`src/rtl/inst_mem_resp.sv`:
```
// Instruction memory with program-load port and power-up clear.
// After reset the controller walks every word writing zero (INIT), then
// serves registered fetches and accepts load writes (RUN). Fetches that
// arrive during INIT are rejected and counted in a saturating counter.
module inst_mem_resp #(
  parameter int ADDR_W = 6,
  parameter int DATA_W = 32
) (
  input  logic              clk,
  input  logic              rst,
  input  logic              ce,
  input  logic [ADDR_W-1:0] addr,
  output logic [DATA_W-1:0] inst,
  output logic              inst_valid,
  input  logic              ld_valid,
  input  logic [ADDR_W-1:0] ld_addr,
  input  logic [DATA_W-1:0] ld_data,
  output logic              ld_ready,
  output logic              init_busy,
  output logic [7:0]        drop_cnt
);

  localparam int DEPTH = 2 ** ADDR_W;
  localparam logic [ADDR_W-1:0] LAST_ADDR = {ADDR_W{1'b1}};

  typedef enum logic {
    ST_INIT = 1'b0,
    ST_RUN  = 1'b1
  } state_t;

  logic [DATA_W-1:0] mem [DEPTH];

  state_t            state_r;
  state_t            state_s;
  logic [ADDR_W-1:0] clr_ptr_r;
  logic [ADDR_W-1:0] clr_ptr_s;
  logic [DATA_W-1:0] inst_r;
  logic [DATA_W-1:0] inst_s;
  logic              inst_valid_r;
  logic              inst_valid_s;
  logic [7:0]        drop_cnt_r;
  logic [7:0]        drop_cnt_s;

  logic              mem_we_s;
  logic [ADDR_W-1:0] mem_waddr_s;
  logic [DATA_W-1:0] mem_wdata_s;
  logic [DATA_W-1:0] mem_rdata_s;

  // Next-state, memory write port and fetch result selection.
  always_comb begin
    state_s      = state_r;
    clr_ptr_s    = clr_ptr_r;
    inst_s       = {DATA_W{1'b0}};
    inst_valid_s = 1'b0;
    drop_cnt_s   = drop_cnt_r;
    mem_we_s     = 1'b0;
    mem_waddr_s  = {ADDR_W{1'b0}};
    mem_wdata_s  = {DATA_W{1'b0}};
    mem_rdata_s  = mem[addr];
    case (state_r)
      ST_INIT: begin
        // Clear one word per cycle; the last word's write also leaves INIT.
        mem_we_s    = 1'b1;
        mem_waddr_s = clr_ptr_r;
        mem_wdata_s = {DATA_W{1'b0}};
        clr_ptr_s   = clr_ptr_r + ADDR_W'(1);
        if (clr_ptr_r == LAST_ADDR) begin
          state_s = ST_RUN;
        end else begin
          state_s = ST_INIT;
        end
        // Fetches are refused while clearing; count them without wrapping.
        if (ce && (drop_cnt_r != 8'hFF)) begin
          drop_cnt_s = drop_cnt_r + 8'd1;
        end else begin
          drop_cnt_s = drop_cnt_r;
        end
      end
      ST_RUN: begin
        state_s     = ST_RUN;
        mem_we_s    = ld_valid;
        mem_waddr_s = ld_addr;
        mem_wdata_s = ld_data;
        if (ce) begin
          inst_valid_s = 1'b1;
          // Same-edge load to the fetched word forwards the new data.
          if (ld_valid && (ld_addr == addr)) begin
            inst_s = ld_data;
          end else begin
            inst_s = mem_rdata_s;
          end
        end else begin
          inst_s       = {DATA_W{1'b0}};
          inst_valid_s = 1'b0;
        end
      end
      default: begin
        state_s   = ST_INIT;
        clr_ptr_s = {ADDR_W{1'b0}};
      end
    endcase
  end

  // Controller and fetch-result registers with synchronous reset.
  always_ff @(posedge clk) begin
    if (rst) begin
      state_r      <= ST_INIT;
      clr_ptr_r    <= {ADDR_W{1'b0}};
      inst_r       <= {DATA_W{1'b0}};
      inst_valid_r <= 1'b0;
      drop_cnt_r   <= 8'd0;
    end else begin
      state_r      <= state_s;
      clr_ptr_r    <= clr_ptr_s;
      inst_r       <= inst_s;
      inst_valid_r <= inst_valid_s;
      drop_cnt_r   <= drop_cnt_s;
    end
  end

  // Single write port; held reset suppresses clearing writes.
  always_ff @(posedge clk) begin
    if (!rst && mem_we_s) begin
      mem[mem_waddr_s] <= mem_wdata_s;
    end
  end

  assign inst       = inst_r;
  assign inst_valid = inst_valid_r;
  assign drop_cnt   = drop_cnt_r;
  assign init_busy  = (state_r == ST_INIT);
  assign ld_ready   = (state_r == ST_RUN);

endmodule

```
`config.mk`:
```
export PLATFORM = sky130hd
export DESIGN_NAME = inst_mem_resp
export DESIGN_NICKNAME = d
export VERILOG_FILES = /design/src/rtl/inst_mem_resp.sv
export SDC_FILE = /design/constraint.sdc
export NUM_CORES = 2
export LEC_CHECK = 0
export CORE_MARGIN = 2
export CORE_UTILIZATION = 55
export CTS_CLUSTER_DIAMETER = 30
export DETAILED_ROUTE_END_ITERATION = 6
export PLACE_DENSITY = 0.71
export SLEW_MARGIN = 20
export SYNTH_ARGS = -nofsm -noshare
export SYNTH_HDL_FRONTEND = slang
export SYNTH_SLANG_ARGS = --single-unit
```
`constraint.sdc`:
```
create_clock -name clk -period 7.8 [get_ports clk]
set_clock_uncertainty 0.1 [all_clocks]
set_input_delay 2.34 -clock clk [delete_from_list [all_inputs] [get_ports clk]]
set_output_delay 2.34 -clock clk [all_outputs]
set_load 0.1 [all_outputs]
```
# Yosys cells after proc, flatten, opt, wreduce, memory -nomap -nowiden
# Memories as Yosys holds them, arrays and structs flattened. A register that Yosys moved wholly into a read port is not among the register bits.
# Index checks and enable logic that the tools add are counted.
# totals
register_bits	16
ramBits	2048
in_bits	48
wordCells	25
n_memories	1
# memory_table
name	depth	width	read_ports	rd_clocked_by_memory_dff	wr	line	rtl
mem	64	32	1	1	1	31	logic [DATA_W-1:0] mem [DEPTH];
# classes
n_addsub	2
eq_ne	2
muxes	8
bitwise	2
reduce_logical	6
# op_table
cell	n
32-bit case mux with 2 select lines	1
6-bit case mux with 2 select lines	1
8-bit by 1-bit adder with 8-bit output, second input constant	1
8-bit inequality test, second input constant	1
6-bit by 1-bit adder with 6-bit output, second input constant	1
6-bit equality test, second input constant	1
1-bit 2-to-1 mux	4
1-bit case mux with 2 select lines	2
3-bit OR reduction	1
1-bit logical AND	2
1-bit NOT	2
2-bit AND reduction	1
2-bit OR reduction	1
1-bit zero test	1

# Depth between registers and ports, before layout
# depth
depth_word	5
ltp_mapped	11
depth_no_buf	6

# Worst setup path after synthesis
# OpenSTA, ideal clock, no wires.
# synth_path
kind	input -> register
startpoint	input ld_addr[5]
endpoint	memory mem[24][0] (enable)
t_arrival_ns	4.563
required_time_ns	7.279
path_slack_ns	2.716
path_stages	4
n_path_buf	1
cell_sequence	mux2_2 -> or3_1 -> clkbuf_1 -> nor2_1
# synth_via
elab_chain_len	1
# synth_lines
item	line	rtl
start, declared	16	input logic [ADDR_W-1:0] ld_addr,
6-bit case mux with 2 select lines	60	case (state_r)
end, declared	31	
# Every way passes these cells.

==> impl.org <==
** Status
- The flow ran to the end, and the final reports show no timing, DRC or antenna violations.

** Clock network
- The H-tree was split into 5 levels.
- TritonCTS built the clock tree.
- Root cell of the clock tree :: sky130_fd_sc_hd__clkbuf_16
- Hold repair after CTS inserted 0 buffers.
- Cts repair resizes :: 0
- Clock latency on the worst-skew pair, taken at its later pin, is 920 ps.
- Clock-pin slew was measured on the worst setup and hold paths at ~50 ps.
- Clock tree sinks :: 2,096
- Clock Path Buffers :: 4
- Number of CTS-inserted buffers :: 369
- The number of setup buffers added after CTS is 0.

** Critical path
- The critical path starts at addr[2].
- At the worst endpoint, the required time is around 8500 ps.
- The worst register-to-register path has a depth of 7.
- In this run the worst path has a maximum fanout of slightly above 80.
- Following the worst setup path forward leads to its endpoint at inst[8]$_SDFF_PP0_.
- Reg2Reg Capture Point :: mem[52][22]$_DFFE_PP_
- The worst setup path is launched from an input pin.
- Reg-to-Reg Start :: ld_ready$_SDFF_PP0_
- Endpoint arrival time on the critical path :: ~6000 ps
- The worst setup path is of the in -> reg kind.
- R2R Setup Slk :: ~3800 ps
- STA classifies the critical path endpoint as a flip-flop.

** Logic synthesis
- Yosys printed 0 warnings.
- Synth unique cells :: between 50 and 60
- Synthesis produced a netlist whose cell count is 3,569.
- Yosys mapped a number of flops with a built-in enable equal to about 2k.
- Synthesized net count :: roughly 3.6k
- For this run, the register share of the synthesized area comes to about four fifths.
- Counting flops with an async set or reset pin after synthesis yields a share of 0%.
- The synthesized design contains about 2.1k register bits.
- In the synthesized netlist the dominant register cell turns out to be sky130_fd_sc_hd__edfxtp_1.
- Cell area after synthesis :: 0.07972 sq mm
- Post-synthesis area per instance :: between 20 and 25 sq um

** Final layout
- The area growth from synthesis to layout is 21.04%.
- For this run, the share of the core covered by cells in the final layout is between 60% and 70%.
- The filler cells instantiated in the layout total about 8.7k.
- At the end of the flow, the number of nets in the layout was 4,032.
- Cells with a size suffix above 1 make up about a third of the layout.

** GRT
- The total overflow left after global routing is 0.
- Global-route wire length before repair :: about 300,000 microns
- Global-route usage over all layers :: between 20% and 30%
- Antenna violations before repair :: 11
- Entering global routing, the biggest net connects between 80 and 90 pins.
- Via count of the first global-routing pass :: slightly above 40k

** Floorplanning
- Number of top-level pins :: ~90
- The floorplan step defined a die boundary enclosing around 0.15 sq mm.
- Once the floorplan was initialized, standard cells occupied ~55% of the core.
- Die boundary height :: between 300 and 400 microns
- Area of the core :: 0.1437 sq mm
- The floorplan has 139 rows.
- From left edge to right edge, the die measures roughly 380 microns.

** Pwr
- Summed over all nets, the switching power comes to a little over 6 mW.
- Overall power consumption after layout is estimated at ~29 mW.
- Of the total power, the clock network draws a little over half.
- Of the total power, the share spent switching nets is a little over a fifth.
- Power per cell area :: 298.3 mW/mm^2
- VDD sags by at most 282.9 uV.
- Sequential cells account for 42.5% of the total power.
- Summed over all cells, the static leakage comes to 32.60 nW.
- Combinational share of power :: slightly above 3%
- The internal portion of the total power is 22.71 mW.

** Drt
- Post-DRT Antenna Nets :: 0
- Wires add up to 216,800 microns.
- In the routed design, unresolved DRC markers number 0.
- The first detailed-routing pass took 6 iterations.
- Dividing the detail-routed via count by the number of cells gives 6.658.
- Total number of vias :: slightly above 40k
- In this run, the number of DRC markers left after iteration 0 of detailed routing was around 6.4k.
- Detailed-route wire length per cell :: approximately 35 microns

** Timing
- For the final routed database, the setup TNS stands at 0 ps.
- Final-layout worst hold slack :: about 410 ps
- After layout, the minimum clock period comes to between 5000 and 6000 ps.
- Final count of hold timing violations :: 0
- For the pin with the worst max-slew slack, the measured transition is roughly 1300 ps.
- Final period util :: between 60% and 70%
- Worst rel slew slack :: a little over an eighth
- Finish-stage setup viols :: 0
- The number of max-slew violations in the final report was 0.
- Timing would allow up to ~190 MHz.
- Unrepaired setup endpoints after global routing :: no

** Worst hold path
- The startpoint identified for the worst hold timing path is clr_ptr_r[5]$_SDFFE_PP0N_.
- The path class of the tightest hold or removal check is reg -> reg.

** Placed design
- Input and output buffers added on the ports amount to 90.
- Detailed placement finished with a half-perimeter wire length of about 120,000 microns.
- Routability-driven placement congestion ratio :: 0.8654

** Job
- # Max-Cap Violations :: 0
final cells by class:
| cell class | instances | area [sq um] | share of cell area (%) |
|---|---|---|---|
| clock inverter | 248 | 2560 | 2.653 |
| antenna | 1 | 2.502 | 0.002594 |
| tap | 1903 | 2381 | 2.468 |
| timing repair buffer | 249 | 2885 | 2.990 |
| multi-input combinational | 1232 | 16450 | 17.05 |
| inverter | 34 | 127.6 | 0.1323 |
| sequential | 2096 | 62460 | 64.74 |
| clock buffer | 415 | 9617 | 9.967 |
logic make-up after synthesis:
group | share of synthesized area (%)
xor+xnor | 0.1978
mux | 14.82
flops | 78.35
simple gates | 1.424
compound gates | 3.497
fa+ha+maj | 0.03139
buf+inv | 1.673
through the flow:
step / setup WS (ps) / cells / area (sq um)
finish: 2490 / 6178 / 96490
global placement: 1548 / 5476 / 83420
global route: 2495 / 6177 / 96480
CTS: 2488 / 6158 / 96070
detailed placement: 1674 / 5495 / 83890
floorplan: 2716 / 3569 / 79720
registers in the layout (all words and copies together) (netlist names):
| register | cells |
|---|---|
| inst_valid | 1 |
| mem | 2048 |
| clr_ptr_r | 6 |
| ld_ready | 1 |
| drop_cnt | 8 |
| inst | 32 |
power groups by stage:
stage	Combinational, mW	Sequential (mW)	Clock [mW]
after floorplan	0.554	12.5	0
after global placement	0.855	12.5	0
after detailed placement	0.859	12.5	0
after CTS	0.870	12.2	15.7
after global routing	0.914	12.2	16.3
final	0.884	12.2	15.7
critical path, cell delays in order:
cell	delay (ps)
sky130_fd_sc_hd__buf_8	560
sky130_fd_sc_hd__buf_4	580
sky130_fd_sc_hd__mux4_2	410
sky130_fd_sc_hd__a22oi_1	380
sky130_fd_sc_hd__a21oi_1	190
sky130_fd_sc_hd__nor4_1	1080
sky130_fd_sc_hd__o22ai_1	200
cells in the final DEF, fill, tap and decap left out, types with 33 or more instances in the layout:
cell,instances
sky130_fd_sc_hd__a21oi_1,114
sky130_fd_sc_hd__a22oi_1,208
sky130_fd_sc_hd__buf_12,39
sky130_fd_sc_hd__buf_4,106
sky130_fd_sc_hd__bufinv_16,37
sky130_fd_sc_hd__clkbuf_1,34
sky130_fd_sc_hd__clkbuf_16,377
sky130_fd_sc_hd__clkdlybuf4s50_1,86
sky130_fd_sc_hd__clkinv_1,52
sky130_fd_sc_hd__clkinv_2,45
sky130_fd_sc_hd__clkinv_4,34
sky130_fd_sc_hd__clkinvlp_4,43
sky130_fd_sc_hd__dfxtp_1,47
sky130_fd_sc_hd__edfxtp_1,2048
sky130_fd_sc_hd__inv_6,37
sky130_fd_sc_hd__mux2i_1,33
sky130_fd_sc_hd__mux4_2,502
sky130_fd_sc_hd__nand2_1,64
sky130_fd_sc_hd__nor2_4,65
sky130_fd_sc_hd__o22ai_1,42
cells in the mapped netlist (3+ instances only):
| master | instances | area (sq um) |
|---|---|---|
| sky130_fd_sc_hd__a211oi_1 | 7 | 52.55 |
| sky130_fd_sc_hd__a21oi_1 | 115 | 575.6 |
| sky130_fd_sc_hd__a22o_1 | 5 | 43.79 |
| sky130_fd_sc_hd__a22oi_1 | 208 | 1562 |
| sky130_fd_sc_hd__a31oi_1 | 5 | 31.28 |
| sky130_fd_sc_hd__and2_1 | 3 | 18.77 |
| sky130_fd_sc_hd__and3_1 | 3 | 18.77 |
| sky130_fd_sc_hd__buf_1 | 22 | 82.58 |
| sky130_fd_sc_hd__buf_2 | 62 | 310.3 |
| sky130_fd_sc_hd__buf_4 | 21 | 157.7 |
| sky130_fd_sc_hd__buf_6 | 31 | 349.1 |
| sky130_fd_sc_hd__clkbuf_1 | 67 | 251.5 |
| sky130_fd_sc_hd__dfxtp_1 | 48 | 960.9 |
| sky130_fd_sc_hd__edfxtp_1 | 2048 | 61500 |
| sky130_fd_sc_hd__inv_1 | 34 | 127.6 |
| sky130_fd_sc_hd__mux2_2 | 14 | 157.7 |
| sky130_fd_sc_hd__mux2i_1 | 33 | 330.3 |
| sky130_fd_sc_hd__mux4_2 | 502 | 11310 |
| sky130_fd_sc_hd__nand2_1 | 64 | 240.2 |
| sky130_fd_sc_hd__nand2b_1 | 9 | 56.30 |
| sky130_fd_sc_hd__nand3_1 | 9 | 45.04 |
| sky130_fd_sc_hd__nand3b_1 | 3 | 22.52 |
| sky130_fd_sc_hd__nand4_1 | 3 | 18.77 |
| sky130_fd_sc_hd__nor2_1 | 91 | 341.6 |
| sky130_fd_sc_hd__nor2b_1 | 12 | 75.07 |
| sky130_fd_sc_hd__nor3_1 | 9 | 45.04 |
| sky130_fd_sc_hd__nor4_1 | 25 | 156.4 |
| sky130_fd_sc_hd__o21ai_0 | 9 | 45.04 |
| sky130_fd_sc_hd__o21ai_1 | 3 | 15.01 |
| sky130_fd_sc_hd__o22ai_1 | 42 | 262.8 |
| sky130_fd_sc_hd__or2_2 | 3 | 18.77 |
| sky130_fd_sc_hd__or3_1 | 3 | 18.77 |
| sky130_fd_sc_hd__xnor2_1 | 4 | 35.03 |
| sky130_fd_sc_hd__xor2_1 | 14 | 122.6 |
per-layer routing:
layer | vias to the layer above | GRT usage, % | part of all wire [%]
met5 | - | 0 | 0.032
met3 | 471 | 7.355 | 12
met4 | 10 | 13.39 | 4.6
li1 | 16155 | - | -
met2 | 2869 | 45.55 | 48
met1 | 21629 | 40.39 | 36
worst min path at each step:
stage	end	slack, ps	cells after the start
finish	clr_ptr_r[5]$_SDFFE_PP0N_	410	2
detailed placement	ld_ready$_SDFF_PP0_	390	2
floorplan	ld_ready$_SDFF_PP0_	360	2
global route	ld_ready$_SDFF_PP0_	450	2
CTS	clr_ptr_r[5]$_SDFFE_PP0N_	410	2
global placement	ld_ready$_SDFF_PP0_	390	2
(Power assumes the default switching activity.)
